## src/rtl/flash_fetch_pkg.sv

```systemverilog
// Shared types and constants for the flash line-fill arbiter.
// Line geometry defaults to a 128-bit line; the top derives its own offset width from LINE_SIZE.
package flash_fetch_pkg;

  localparam int ADDR_W       = 24;
  localparam int LINE_BYTES   = 16;
  localparam int OFFSET_WIDTH = $clog2(LINE_BYTES);

  typedef enum logic [1:0] {
    ST_IDLE  = 2'd0,
    ST_ISSUE = 2'd1,
    ST_WAIT  = 2'd2
  } fetch_state_e;

  function automatic int line_offset_w(input int line_size);
    return $clog2(line_size / 8);
  endfunction

  // Clear the byte-offset bits so equal lines compare equal.
  function automatic logic [ADDR_W-1:0] align_addr(input logic [ADDR_W-1:0] addr,
                                                   input int off_w);
    logic [ADDR_W-1:0] keep;
    keep = '1;
    keep = keep << off_w;
    return addr & keep;
  endfunction

endpackage

```

## src/rtl/flash_rr_pick.sv

```systemverilog
// Round-robin selector: first set pend bit searching upward from rr_ptr+1, wrapping modulo NUM_REQ.
module flash_rr_pick #(
  parameter int NUM_REQ = 2,
  parameter int PW      = (NUM_REQ > 1) ? $clog2(NUM_REQ) : 1
) (
  input  logic [NUM_REQ-1:0] pend,
  input  logic [PW-1:0]      rr_ptr,
  output logic [PW-1:0]      g,
  output logic               valid
);

  logic [PW-1:0] idx;

  always_comb begin
    g     = '0;
    valid = 1'b0;
    idx   = '0;
    for (int k = 1; k <= NUM_REQ; k++) begin
      idx = PW'((int'(rr_ptr) + k) % NUM_REQ);
      if (!valid && pend[idx]) begin
        valid = 1'b1;
        g     = idx;
      end
    end
  end

endmodule

```

## src/rtl/flash_fetch_arbiter.sv

```systemverilog
// Shares one flash line reader between NUM_REQ fill requesters with round-robin grants
// and coalescing of pending fills that target the line already in flight.
module flash_fetch_arbiter
  import flash_fetch_pkg::*;
#(
  parameter int LINE_SIZE = 128,
  parameter int NUM_REQ   = 2
) (
  input  logic                      HCLK,
  input  logic                      HRESETn,
  input  logic [NUM_REQ-1:0]        req_rd,
  input  logic [ADDR_W*NUM_REQ-1:0] req_addr,
  output logic [NUM_REQ-1:0]        req_done,
  output logic [LINE_SIZE-1:0]      req_line,
  output logic                      fr_rd,
  output logic [ADDR_W-1:0]         fr_addr,
  input  logic                      fr_done,
  input  logic [LINE_SIZE-1:0]      fr_line,
  output logic                      busy
);

  // Handshake: req_rd, fr_rd, fr_done and req_done are single-cycle strobes with no
  // back-pressure. A requester keeps at most one fill outstanding and waits for its
  // req_done before pulsing req_rd again; the reader answers each fr_rd with one fr_done.

  localparam int PW    = (NUM_REQ > 1) ? $clog2(NUM_REQ) : 1;
  localparam int OFF_W = line_offset_w(LINE_SIZE);

  fetch_state_e       state_q;
  logic [NUM_REQ-1:0] pend_q;
  logic [ADDR_W-1:0]  paddr_q [NUM_REQ];
  logic [PW-1:0]      g_q;
  logic [PW-1:0]      rr_ptr_q;

  logic [PW-1:0]      pick_g;
  logic               pick_valid;
  logic [ADDR_W-1:0]  cur_addr;
  logic [NUM_REQ-1:0] match_mask;
  logic [NUM_REQ-1:0] clear_mask;

  flash_rr_pick #(
    .NUM_REQ (NUM_REQ),
    .PW      (PW)
  ) u_pick (
    .pend   (pend_q),
    .rr_ptr (rr_ptr_q),
    .g      (pick_g),
    .valid  (pick_valid)
  );

  assign cur_addr = paddr_q[g_q];
  assign req_line = fr_line;

  // Only bits already pending before fr_done join the in-flight transaction.
  always_comb begin
    match_mask = '0;
    for (int j = 0; j < NUM_REQ; j++) begin
      match_mask[j] = pend_q[j] && (paddr_q[j] == cur_addr);
    end
    match_mask[g_q] = 1'b1;
  end

  assign clear_mask = (state_q == ST_WAIT && fr_done) ? match_mask : '0;

  always_ff @(posedge HCLK or negedge HRESETn) begin
    if (!HRESETn) begin
      pend_q <= '0;
      for (int j = 0; j < NUM_REQ; j++) begin
        paddr_q[j] <= '0;
      end
    end else begin
      for (int j = 0; j < NUM_REQ; j++) begin
        if (clear_mask[j]) begin
          pend_q[j] <= 1'b0;
        end else if (req_rd[j] && !pend_q[j]) begin
          pend_q[j]  <= 1'b1;
          paddr_q[j] <= align_addr(req_addr[ADDR_W*j +: ADDR_W], OFF_W);
        end
      end
    end
  end

  always_ff @(posedge HCLK or negedge HRESETn) begin
    if (!HRESETn) begin
      state_q  <= ST_IDLE;
      g_q      <= '0;
      rr_ptr_q <= PW'(NUM_REQ - 1);
      fr_rd    <= 1'b0;
      fr_addr  <= '0;
      req_done <= '0;
      busy     <= 1'b0;
    end else begin
      req_done <= '0;
      case (state_q)
        ST_IDLE: begin
          if (pick_valid) begin
            g_q     <= pick_g;
            fr_addr <= paddr_q[pick_g];
            fr_rd   <= 1'b1;
            busy    <= 1'b1;
            state_q <= ST_ISSUE;
          end
        end
        ST_ISSUE: begin
          fr_rd   <= 1'b0;
          state_q <= ST_WAIT;
        end
        ST_WAIT: begin
          if (fr_done) begin
            req_done <= match_mask;
            rr_ptr_q <= g_q;
            busy     <= 1'b0;
            state_q  <= ST_IDLE;
          end
        end
        default: begin
          fr_rd   <= 1'b0;
          busy    <= 1'b0;
          state_q <= ST_IDLE;
        end
      endcase
    end
  end

endmodule

```

## config.mk

```make
export PLATFORM = sky130hd
export DESIGN_NAME = flash_fetch_arbiter
export DESIGN_NICKNAME = d
export VERILOG_FILES = /design/src/rtl/flash_fetch_pkg.sv /design/src/rtl/flash_rr_pick.sv /design/src/rtl/flash_fetch_arbiter.sv
export SDC_FILE = /design/constraint.sdc
export NUM_CORES = 1
export LEC_CHECK = 0
export CORE_AREA = 2 2 129 131
export DETAILED_ROUTE_END_ITERATION = 7
export DIE_AREA = 0 0 131 133
export PLACE_DENSITY_LB_ADDON = 0.12
export SYNTH_ARGS = -nofsm -noshare
export SYNTH_HDL_FRONTEND = slang
export SYNTH_SLANG_ARGS = --single-unit
```

## constraint.sdc

```tcl
create_clock -name HCLK -period 2.02 [get_ports HCLK]
set_input_delay 0.303 -clock HCLK [delete_from_list [all_inputs] [get_ports HCLK]]
set_output_delay 0.303 -clock HCLK [all_outputs]
set_load 0.02 [all_outputs]
```

* Word-level counts from Yosys, hierarchy flattened
Cells that the tools add are included.
** Storage, ports and cells
- Flip-flop bits (word level) :: 74
- Bits in latches :: 0
- Bits in writable memories :: 0
- Memory bits (read-only) :: 0
- Input bits :: 181
- Output and inout bits :: 156
- Memories kept :: 0
** Operators by class
- Add/sub/neg operators :: 2
- Multipliers :: 0
- Divide/modulo/power cells :: 0
- Magnitude comparators :: 6
- Eq/ne operators :: 6
- Shift-type cells :: 0
- Mux-type cells :: 30
- Bitwise gates (word level) :: 7
- Reductions and logical operators :: 20
** Operators by type and width (count)
- 24-bit two-way mux :: 6
- 24-bit == test :: 2
- 1-bit two-way mux :: 15
- 2-bit AND reduction :: 6
- 2-bit two-way mux :: 5
- 1-bit logical AND :: 7
- 1-bit by 2-bit less-than comparator with 1-bit output, second input constant :: 3
- 2-bit case mux with 3 select lines :: 1
- 2-bit greater-or-equal comparator, second input constant :: 2
- 2-bit inequality test, second input constant :: 2
- 1-bit inverter :: 4
- 1-bit inverter with 2-bit output :: 2
- 2-bit nonzero test :: 2
- 1-bit zero test :: 3
- 1-bit case mux with 3 select lines :: 1
- 3-bit AND reduction :: 1
- 1-bit adder, second input constant :: 2
- 2-bit by 1-bit == test with 1-bit output, second input constant :: 1
- 2-bit == test, second input constant :: 1
- 2-bit zero test :: 1
- 2-bit bitwise OR :: 1
- 1-bit case mux with 2 select lines :: 1
- 1-bit demux with 1-bit select :: 1
- 1-bit greater-or-equal comparator, second input constant :: 1

* Longest topological paths before layout
- Depth after elaboration :: 11
- Mapped depth :: 6
- Gate-level depth less buffers :: 5

* Cells and area by module
From an unflattened synthesis, not the netlist that was laid out.
** Unflattened totals
- Cells, all modules :: 376
- Area, all modules :: 4051.4 um2
** By module, submodules not included
- flash_fetch_arbiter :: instances 1, cells an instance 374, area each 4037.6 um2, sequential area each 1752.9 um2
- flash_rr_pick :: instances 1, cells an instance 2, area each 13.8 um2, sequential area each 0.0 um2

* Least setup slack after synthesis
OpenSTA, ideal clock, no wires.
- Path kind :: reg-to-reg
- Start :: register state_q[0]
- End :: register paddr_q[10] (netlist bit)
- Setup time :: 0.125 ns
- Arrival :: 1.357 ns
- Data required time :: 1.895 ns
- Setup slack :: 0.538 ns
- Cell stages (with the launch flop) :: 6
- Clock period less this slack :: 1.482 ns
- Cells stage by stage :: dfrtp_1 -> nand3b_4 -> or2_1 -> nand3_2 -> buf_6 -> mux2_2
** Between the ends
- Cells in the longest elaborated chain, start to end :: 5
** RTL lines
- start: declaration :: RTL line flash_fetch_arbiter.sv:29 : fetch_state_e state_q;
- start signal: assignment :: RTL line flash_fetch_arbiter.sv:85 : state_q <= ST_IDLE;
- start signal: assignment :: RTL line flash_fetch_arbiter.sv:101 : state_q <= ST_ISSUE;
- start signal: assignment :: RTL line flash_fetch_arbiter.sv:106 : state_q <= ST_WAIT;
- 2-bit == test :: RTL line flash_fetch_arbiter.sv:63 : assign clear_mask = (state_q == ST_WAIT && fr_done) ? match_mask : '0;
- 1-bit logical AND :: RTL line flash_fetch_arbiter.sv:63
- 2-bit two-way mux :: RTL line flash_fetch_arbiter.sv:63
- 1-bit inverter (no line)
- 2-bit AND reduction (no line)
- end signal: indexed assignment :: RTL line flash_fetch_arbiter.sv:77 : paddr_q[j] <= align_addr(req_addr[ADDR_W*j +: ADDR_W], OFF_W);
- end: declaration :: RTL line flash_fetch_arbiter.sv:31 : logic [ADDR_W-1:0] paddr_q [NUM_REQ];
No other way between the ends.
A chain may end at the register's enable or synchronous reset.

* Final worst setup path
- Start :: register paddr_q[10] (netlist bit)
- End :: register pend_q[0]
** Between the ends
- Cells in the longest elaborated chain, start to end :: 8
** RTL lines
- 24-bit two-way mux (not written as such) (*) (3 in a row) :: RTL line flash_fetch_arbiter.sv:51 : assign cur_addr = paddr_q[g_q];
- 24-bit == test (*) :: RTL line flash_fetch_arbiter.sv:58 : match_mask[j] = pend_q[j] && (paddr_q[j] == cur_addr);
- 1-bit logical AND (*) :: RTL line flash_fetch_arbiter.sv:58
- 2-bit bitwise OR (no line) (*)
- 2-bit two-way mux (*) :: RTL line flash_fetch_arbiter.sv:63
- 1-bit two-way mux or 2-bit nonzero test (tied branches)
- end signal: assignment :: RTL line flash_fetch_arbiter.sv:67 : pend_q <= '0;
- end signal: indexed assignment :: RTL line flash_fetch_arbiter.sv:74 : pend_q[j] <= 1'b0;
- end signal: indexed assignment :: RTL line flash_fetch_arbiter.sv:76 : pend_q[j] <= 1'b1;
- end: declaration :: RTL line flash_fetch_arbiter.sv:30 : logic [NUM_REQ-1:0] pend_q;
Mark *: on every way between the ends. The rest lies on a longest branch, timed or not. The select of a mux whose other input is x is not followed.

==> results by stage <==
Timing:
- The total count of hold-check failures in the final report is 6.
- Across all hold checks on the routed design, the worst slack comes to -0.0148 ns.
- The setup skew after layout is 0.00476 ns.
- The final count of pins violating max slew is 0.
- The share of the cycle needed by the critical path after routing is 83.5%.
- The minimum period implied by the final worst setup slack is 1.69 ns.
- The fmax is 593 MHz.
- The aggregate negative setup slack is 0 ns.
- Setup repair after global routing left no endpoint under its margin.
- Setup violations remaining at the end of the flow were counted as 0.

Cells and area:
- The leading cell type in the layout, fill and taps excluded is sky130_fd_sc_hd__dfrtp_1.
- The number of antenna cells inserted is 0.
- The area growth from synthesis to layout is 8.25%.
- The library cells used most frequently in the layout, excluding fill and tap cells, are sky130_fd_sc_hd__dfrtp_1, sky130_fd_sc_hd__clkdlybuf4s50_1, sky130_fd_sc_hd__mux2_2.
- The count of filler cells inserted in the layout is 1668.
- The net total in the final layout is 511.
- The post-route netlist has 21.8% of its cells at a drive strength greater than 1.

Logic synthesis:
- Sorting the synthesized cells by area gives the leading types as sky130_fd_sc_hd__dfrtp_1, sky130_fd_sc_hd__buf_4, sky130_fd_sc_hd__mux2_2.
- The unique cell type count in the Yosys netlist is 35.
- The sequential-to-total area share from yosys stat is 42.5%.
- The number of warnings printed during yosys synthesis is 0.
- The cell count after synthesis came out at 383.
- A synthesized cell averages 10.8 um2.
- The top cell type by total area after synthesis is sky130_fd_sc_hd__dfrtp_1.
- After synthesis, the largest area contributor takes up 41.8% of total cell area.
- The post-synth design cell area is 4130 um2.
- The number of synthesized register bits is 70.

Routing:
- The number of iterations in the first detailed-routing pass is 4.
- The final route contains 2390 vias.
- Dividing the detail-routed via count by the number of cells gives 4.31.
- Dividing the detail-routed wire length by the instance count gives 24.7 um.
- The number of routed nets with antenna violations is 0.
- After detailed routing, the total wire length is 13.7 mm.
- The violation count after the first detailed-route iteration is 74.
- The number of DRC violations after detailed routing is 0.

Critical path:
- The element type at the critical path end is a register.
- The count of buffering cells on the critical path with inverters included is 0.
- The signal on the critical path passes through nor2b_1 > a2111oi_2 > nand4_1 > a211oi_2 > a21oi_1.
- In this run the worst path has a maximum fanout of 4.
- The cell type group with the largest total delay on the critical path is compound AO/OA/AOI/OAI gates.
- For the worst setup path, the data arrival time is 1.88 ns.
- The origin of the worst setup path is paddr_q[10].
- The startpoint identified for the worst register-to-register timing path is paddr_q[10].
- The slowest stage cell on the critical path is sky130_fd_sc_hd__dfrtp_1.
- The data required time at the worst endpoint is 2.21 ns.
- The largest single stage delay on the critical path is 0.40 ns.
- The worst setup path is launched from a register.
- By startpoint and endpoint, the worst setup path is classified as register to register.

GRT:
- The met2 routing resource usage after global routing is 21.9%.
- The maximum number of pins on one net before global-route repair is 71.
- The total overflow left after global routing is 0.
- The met3 usage is 16.5%.
- met2 is the most crowded layer.
- In the global route stage, overall resource usage came out at 15.5%.
- The met1 global-route usage is 15.0%.
- The via count of the first global-routing pass is 2581.
- The global-route wire length before repair is 18.8 mm.
- The number of antenna violations at the first check in global routing is 0.

Power and ir drop:
- The analysis attributes to cell leakage a power of 1.92 nW.
- The peak supply drop is 0.521 mV.
- The power density over the cells is 1690 nW/um2.

Min path:
- The type of the most critical hold path is input port to asynchronous set/reset pin.

Floorplan:
- The floorplan has 47 rows.
- The core region is 16200 um2.
- The initial cell density of the core is 25.5%.
- The full die area is 17400 um2.
- The overall die height is 133 um.
- 337 I/O pins were placed.
- The width of the die is 131 um.

Clock tree:
- At the later pin of the worst-skew pair, clock insertion delay measures 0.33 ns.
- TritonCTS built the clock tree.
- The tree is rooted in a sky130_fd_sc_hd__clkbuf_16.
- The H-tree was split into 3 levels.
- In this run the deepest clock path goes through 2 buffers.
- Counting every sink on the clock net gives 70.
- The clock transition at the registers of the reported paths is 0.06 ns.
- Post-CTS repair changed the size of 0 cells.
- The total setup buffers inserted after CTS is 0.
- Buffers inserted during clock tree synthesis total 9.
- The hold buffer count at CTS is 0.

Placement:
- In this run the tool buffered the top-level ports with 68 buffer cells.
- The weighted congestion reported at the end of routability-driven placement is 0.677.
- Once detailed placement completed, the half-perimeter wirelength came to 10.9 mm.

Run status:
- The flow ran to the end, but the final reports show violations.
- The checks that failed: hold timing.

Flow run:
- The number of maximum-capacitance violations is 0.
[flip-flops by register name, summed over array words and instances, names as in the netlist]
name / count
g_q: 1
req_done: 2
rr_ptr_q: 1
busy: 1
paddr_q: 40
fr_rd: 1
fr_addr: 20
state_q: 2
pend_q: 2
[layer usage]
layer / share of wire, % / up-vias
met4: 1.8 / 2
li1: - / 1029
met5: 0.50 / -
met2: 43 / 198
met3: 23 / 23
met1: 32 / 1138
[through the flow]
| step | std cells | setup slack (ns) | power, mW | utilization [%] | instance area, um2 |
|---|---|---|---|---|---|
| after floorplan | 386 | 0.538 | 5.03 | - | 4140 |
| after global placement | 539 | 0.00745 | 5.86 | 25.6 | 4140 |
| after detailed placement | 539 | 0.0110 | 5.89 | 25.6 | 4140 |
| after CTS | 555 | 0.304 | 7.68 | 27.6 | 4470 |
| after global routing | 555 | 0.192 | 8.07 | 27.6 | 4470 |
| final | 555 | 0.334 | 7.53 | 27.6 | 4470 |
[cell families (layout without fill, tap and decap cells)]
logic type | count (synthesis) | in the layout | share of synthesized area, %
xor+xnor | 10 | 10 | 2.12
other cells | 1 | 4 | 0.0908
compound gates | 38 | 38 | 5.94
buf+inv | 153 | 102 | 26.9
simple gates | 51 | 51 | 6.70
mux | 60 | 60 | 15.8
flops | 70 | 70 | 42.5
[cell usage after synthesis, drive strengths merged]
cell     number
a2111oi       1
a211oi        1
a21o          3
a21oi        22
a22oi         3
buf         141
clkbuf        2
conb          1
dfrtp        69
dfstp         1
inv          10
mux2         40
mux2i        20
nand2         5
nand2b        6
nand3         1
nand3b        1
nand4         2
nor2         26
nor2b         3
nor3          1
nor3b         1
nor4          3
o2111a        2
o21a          1
o21ai         3
o221a         1
o22ai         1
or2           2
xnor2         1
xor2          9
[path summary, 6_finish.rpt]
| kind | slack, ns | end | cells past startpoint |
|---|---|---|---|
| setup / recovery | 0.33 | pend_q[0] | 5 |
| hold / removal | -0.01 | paddr_q[11] | 2 |
| setup reg to reg | 0.33 | pend_q[0] | 5 |
| hold reg to reg | 0.49 | rr_ptr_q | 2 |
| max in group asynchronous | 1.67 | rr_ptr_q | 2 |
| min in group HCLK | 0.49 | rr_ptr_q | 2 |
[worst reg2reg max path, stage by stage, from the launching register on]
cell	delay (ns)
sky130_fd_sc_hd__dfrtp_1	0.40
sky130_fd_sc_hd__nor2b_1	0.15
sky130_fd_sc_hd__a2111oi_2	0.39
sky130_fd_sc_hd__nand4_1	0.24
sky130_fd_sc_hd__a211oi_2	0.27
sky130_fd_sc_hd__a21oi_1	0.11
[layout make-up]
type / count / area [um2] / area share (%)
clock inverters: 6 / 85.1 / 1.90
multi-input cells: 163 / 1290 / 28.9
well taps: 220 / 275 / 6.16
flip-flops and latches: 70 / 1750 / 39.2
inverters: 10 / 37.5 / 0.840
clock buffers: 10 / 239 / 5.35
repair buffers: 76 / 786 / 17.6
[report_power, final]
part	internal [mW]	switching [mW]
clock network	1.11	0.617
logic	1.60	1.49
registers	2.12	0.584
(Power assumes the default switching activity.)
